$ cat config.mk
export PLATFORM = sky130hd
export DESIGN_NAME = cadence_meas
export DESIGN_NICKNAME = d
export VERILOG_FILES = /design/src/rtl/cadence_meas.sv
export SDC_FILE = /design/constraint.sdc
export NUM_CORES = 1
export LEC_CHECK = 0
export ABC_AREA = 1
export CAP_MARGIN = 0
export CORE_ASPECT_RATIO = 1.2
export CORE_MARGIN = 3
export CORE_UTILIZATION = 32
export CTS_CLUSTER_SIZE = 10
export DETAILED_ROUTE_END_ITERATION = 6
export GPL_TIMING_DRIVEN = 0
export PLACE_DENSITY = 0.48
export REMOVE_ABC_BUFFERS = 1
export SYNTH_ARGS = -nofsm -noshare
export SYNTH_HDL_FRONTEND = slang
export SYNTH_SLANG_ARGS = --single-unit
$ cat constraint.sdc
create_clock -name clk -period 2.3 [get_ports clk]
set_clock_uncertainty 0.1 [all_clocks]
set_input_delay 0.23 -clock clk [delete_from_list [all_inputs] [get_ports clk]]
set_output_delay 0.23 -clock clk [all_outputs]
set_load 0.02 [all_outputs]
$ cat src/rtl/cadence_meas.sv
// Crank cadence front end: synchronizer, glitch filter, windowed edge count and stall flag.
// Define CADENCE_IIR_EN to smooth cadence with a 3/4-weight IIR on each window end.
`timescale 1ns/1ps
module cadence_meas #(
  parameter int FILT_CYC = 16,
  parameter int WIN_W    = 24,
  parameter int STALL_W  = 25
) (
  input  logic       clk,
  input  logic       rst_n,
  input  logic       cadence_raw,
  output logic       cadence_rise,
  output logic [4:0] cadence,
  output logic       not_pedaling
);
  localparam int FC_W = $clog2(FILT_CYC + 1);
  localparam logic [FC_W-1:0] FC_LAST = FC_W'(FILT_CYC - 1);
  localparam logic [STALL_W-1:0] STALL_MAX = '1;

  logic               sync_a;
  logic               synced;
  logic               filt;
  logic [FC_W-1:0]    filt_cnt;
  logic               filt_take;
  logic               rise_next;
  logic [WIN_W-1:0]   win_cnt;
  logic               win_end;
  logic [4:0]         edge_cnt;
  logic [4:0]         new_count;
  logic [4:0]         cad_next;
  logic [STALL_W-1:0] stall_cnt;
  logic [STALL_W-1:0] stall_next;
  logic               np_next;

  always_ff @(posedge clk or negedge rst_n) begin
    if (!rst_n) begin
      sync_a <= 1'b0;
      synced <= 1'b0;
    end else begin
      sync_a <= cadence_raw;
      synced <= sync_a;
    end
  end

  // filt follows only after FILT_CYC consecutive differing samples
  assign filt_take = (synced != filt) && (filt_cnt == FC_LAST);
  assign rise_next = filt_take && synced;

  always_ff @(posedge clk or negedge rst_n) begin
    if (!rst_n) begin
      filt         <= 1'b0;
      filt_cnt     <= '0;
      cadence_rise <= 1'b0;
    end else begin
      cadence_rise <= rise_next;
      if (synced == filt) begin
        filt_cnt <= '0;
      end else if (filt_take) begin
        filt     <= synced;
        filt_cnt <= '0;
      end else begin
        filt_cnt <= filt_cnt + 1'b1;
      end
    end
  end

  // A rise present on the terminal cycle belongs to the closing window
  assign win_end   = &win_cnt;
  assign new_count = (cadence_rise && (edge_cnt != 5'd31)) ? edge_cnt + 5'd1 : edge_cnt;

`ifdef CADENCE_IIR_EN
  logic [6:0] iir_sum;
  assign iir_sum  = ({2'b00, cadence} * 7'd3) + {2'b00, new_count};
  assign cad_next = iir_sum[6:2];
`else
  assign cad_next = new_count;
`endif

  always_ff @(posedge clk or negedge rst_n) begin
    if (!rst_n) begin
      win_cnt  <= '0;
      edge_cnt <= '0;
      cadence  <= '0;
    end else begin
      win_cnt <= win_cnt + 1'b1;
      if (win_end) begin
        edge_cnt <= '0;
        cadence  <= cad_next;
      end else begin
        edge_cnt <= new_count;
      end
    end
  end

  // not_pedaling holds from reset until the first rise, then tracks stall saturation
  assign stall_next = cadence_rise ? '0 :
                      (stall_cnt == STALL_MAX) ? stall_cnt : stall_cnt + 1'b1;
  assign np_next    = (not_pedaling && !cadence_rise) || (stall_next == STALL_MAX);

  always_ff @(posedge clk or negedge rst_n) begin
    if (!rst_n) begin
      stall_cnt    <= '0;
      not_pedaling <= 1'b1;
    end else begin
      stall_cnt    <= stall_next;
      not_pedaling <= np_next;
    end
  end

endmodule

==> metrics <==
P_leak between 2 and 2.5 nW; count leader, synth nand2_1; EDFF count, synth 0; core area 11100 um2; multi-input logic area 1740 um2; Port Buffers 9; H-tree lvl count 3; Mapped Cells 455; Max Clock Freq 469 MHz; Power Density roughly 640 nW/um2; switching share of power a little under a quarter; cts bufs inserted 9; Final Cell Area 4340 um2; RSZ-0062 raised after global routing yes; Yosys reg bits 69; Critical R2R Capture not_pedaling; Hold Path End sync_a; initial antenna violation count 0; die height between 100 and 150 um; TritonCTS clock tree built; register share of total power 44.8%; area share of the largest cell type after synthesis 46.8%; reg-to-reg slack, setup 0.17 ns; First DRT Iteration DRCs 83; Combinational Power Share 3.4%; Hold WS 0.237 ns; final period utilization 92.6%; Period minus WS final 2.13 ns; Synth warnings 0; Initial Util 32.8%; leading area contributor after synthesis dfrtp_1; Die Footprint 12700 um2; Slew HR 67.5%; Clk Latency, worst-skew pair 0.33 ns; clk root buf clkbuf_16; P_sw around 0.65 mW; met3 WL post-DR 162 um; pre-CTS setup slack -0.421 ns; top post-synthesis cells by area dfrtp_1 (47%), nand2_1 (13%), nor2_1 (6.9%); clock network power share around half; Fillers 1139; share of post-route cells with drive strength above 1 ~11%; CP required between 2 and 2.5 ns; internal power 2.14 mW; Largest delay share family, worst path simple AND/OR/NAND/NOR gates; CP most frequent cell nand2_1; ys flop type dfrtp_1; drt drc 0; critical-path maximum fanout 7; GRT Util Overall 13.7%; CP Buf/Inv Count 2; Worst Hold Launch cadence_raw; HPWL after DPL 5.49 mm; Synth-to-Final Area Change 19.4%; Slew Viols, Final 0; syn_area_per_cell 7.99 um2; vias in the first global route 2908; CP Cell Sequence ha_4 -> inv_2 -> nor2_4 -> nand2_4 -> nor2_8 -> buf_4 -> nand3_1 -> nand3b_1 -> nand2_1 -> nor2_1 -> nand2_1 -> nor2_1 -> nand3_1 -> nand2_1; Routed Antenna Nets 0; num rows 42; metal2 WL 4.00 mm; Area after DPL between 3000 and 4000 um2; grt ovf 0; ant diodes 0; Worst-Margin Slew roughly 0.49 ns; drt via density 4.50; Setup Viol. Count Final 0; status finished, final reports clean; hold depth 1; DR top layer met4; IR drop worst, VDD 0.353 mV; FF-to-FF Start stall_cnt[0]; crit path capture type register; Vias 2873; largest net degree at the start of global routing 46; post-synthesis sequential area ratio 47.5%; Final Hold Vio Count 0; Die Width 103 um; most frequent cells after synthesis nand2_1 (128), dfrtp_1 (68), nor2_1 (67), inv_1 (49), nand3_1 (33); post-synthesis async set-or-reset flop share 100%; WL met1 between 3 and 4 mm; clock sink total 69; Worst R2R Path Depth 14; post-synthesis cell area 3640 um2; Ports 10; Storage cell area about 1700 um2; Avg WL per Cell 12.4 um; first-pass GRT wire length 13.3 mm; Reg clk slew, reported paths 0.06 ns; clock tree buffer depth 2; startpoint types register; worst setup margin 0.169 ns; critical path class register to register; CP max-delay cell dfrtp_2; max_cap viols 0; arrival time at the worst endpoint 2.30 ns; Placer Congestion 0.841; unique cell type count in the Yosys netlist 37; 1st-pass router iterations 5; Max stage delay on crit path between 0.4 and 0.5 ns; WL final between 7 and 8 mm; fin nets 488; HP Class input pin to register
-- layout by cell type (no fill, tap or decap), drive strengths merged --
cell type and instances:
a21oi 14, and2 2, buf 10, bufinv 1
clkbuf 10, clkdlybuf4s50 8, clkinv 2, clkinvlp 2
dfrtp 68, dfstp 1, dlygate4sd3 1, ha 5
inv 51, mux2i 2, nand2 132, nand3 34
nand3b 1, nand4 13, nor2 74, nor3 6
nor4 2, o21ai 10, o21bai 2, or2 3
or3 1, xnor2 12, xor2 18
-- per-layer routing --
layer	up-vias	global-route usage, %
met5	-	0
met4	0	7.04
met3	15	2.05
met2	30	23.0
met1	1339	16.8
li1	1489	-
-- how the worst max path moves through the flow --
stage | start | endpoint | slack, ns | cells past startpoint
6_report | stall_cnt[0] | not_pedaling | 0.17 | 14
5_1_grt | stall_cnt[0] | not_pedaling | -0.03 | 13
4_1_cts | stall_cnt[1] | not_pedaling | 0.01 | 13
3_5_place_dp | cadence_rise | edge_cnt[3] | -0.42 | 6
3_3_place_gp | rst_n | win_cnt[19] | -1.61 | 1
2_1_floorplan | cadence_rise | edge_cnt[3] | 0.12 | 6
-- power groups by stage --
stage / clock network (mW) / logic, mW / registers, mW
after floorplan: 0 / 0.0481 / 1.27
after global placement: 0 / 0.0851 / 1.27
after detailed placement: 0 / 0.0923 / 1.27
after CTS: 1.47 / 0.0943 / 1.25
after global routing: 1.53 / 0.110 / 1.25
final: 1.44 / 0.0935 / 1.25
-- registers in the layout, indices dropped and copies added, names as in the netlist --
name / count
edge_cnt: 5
win_cnt: 24
filt_cnt: 5
filt: 1
cadence: 5
not_pedaling: 1
cadence_rise: 1
sync_a: 1
stall_cnt: 25
synced: 1
-- worst reg2reg max path, stage by stage, from the launching register on --
cell and delay, ns:
dfrtp_2 0.42, ha_4 0.19, inv_2 0.05, nor2_4 0.17
nand2_4 0.11, nor2_8 0.17, buf_4 0.15, nand3_1 0.13
nand3b_1 0.12, nand2_1 0.07, nor2_1 0.10, nand2_1 0.06
nor2_1 0.09, nand3_1 0.08, nand2_1 0.06
-- repair_timing --
action                                  in CTS  in global routing
hold buffers                                 1                  0
pin swaps                                    0                  4
cloned                                       1                  0
setup buffers                                0                  8
endpoints found under the setup margin      11                  8
resized for setup                            6                  6
endpoints found under the hold margin       23                  0
-- cell families (layout without fill, tap and decap cells) --
family	Yosys count	count (layout)	synth area share, %
multiplexers	2	2	0.550
AND/OR/NAND/NOR	267	268	32.9
buffers and inverters	56	85	6.23
AO/OA/AOI/OAI	26	26	3.92
XOR/XNOR	30	30	7.22
adder cells (fa/ha/maj)	5	5	1.72
flip-flops	69	69	47.5
-- through the flow --
stage | TNS [ns] | cells | total power, mW | util, %
floorplan | 0 | 449 | 1.31 | -
global placement | -112.38 | 612 | 1.36 | 35.0
detailed placement | -2.14 | 613 | 1.36 | 35.2
CTS | 0 | 631 | 2.82 | 38.4
global route | -0.0366 | 639 | 2.89 | 39.2
finish | 0 | 639 | 2.78 | 39.2
-- layout make-up --
| cell class | instances | share of cell area, % |
|---|---|---|
| Clock buffer | 10 | 5.50 |
| Sequential cell | 69 | 39.8 |
| Multi-Input combinational cell | 331 | 40.0 |
| Clock inverter | 6 | 1.58 |
| Tap cell | 154 | 4.44 |
| Inverter | 50 | 4.41 |
| Timing Repair Buffer | 19 | 4.26 |
Power figures use the tool's default switching activity.
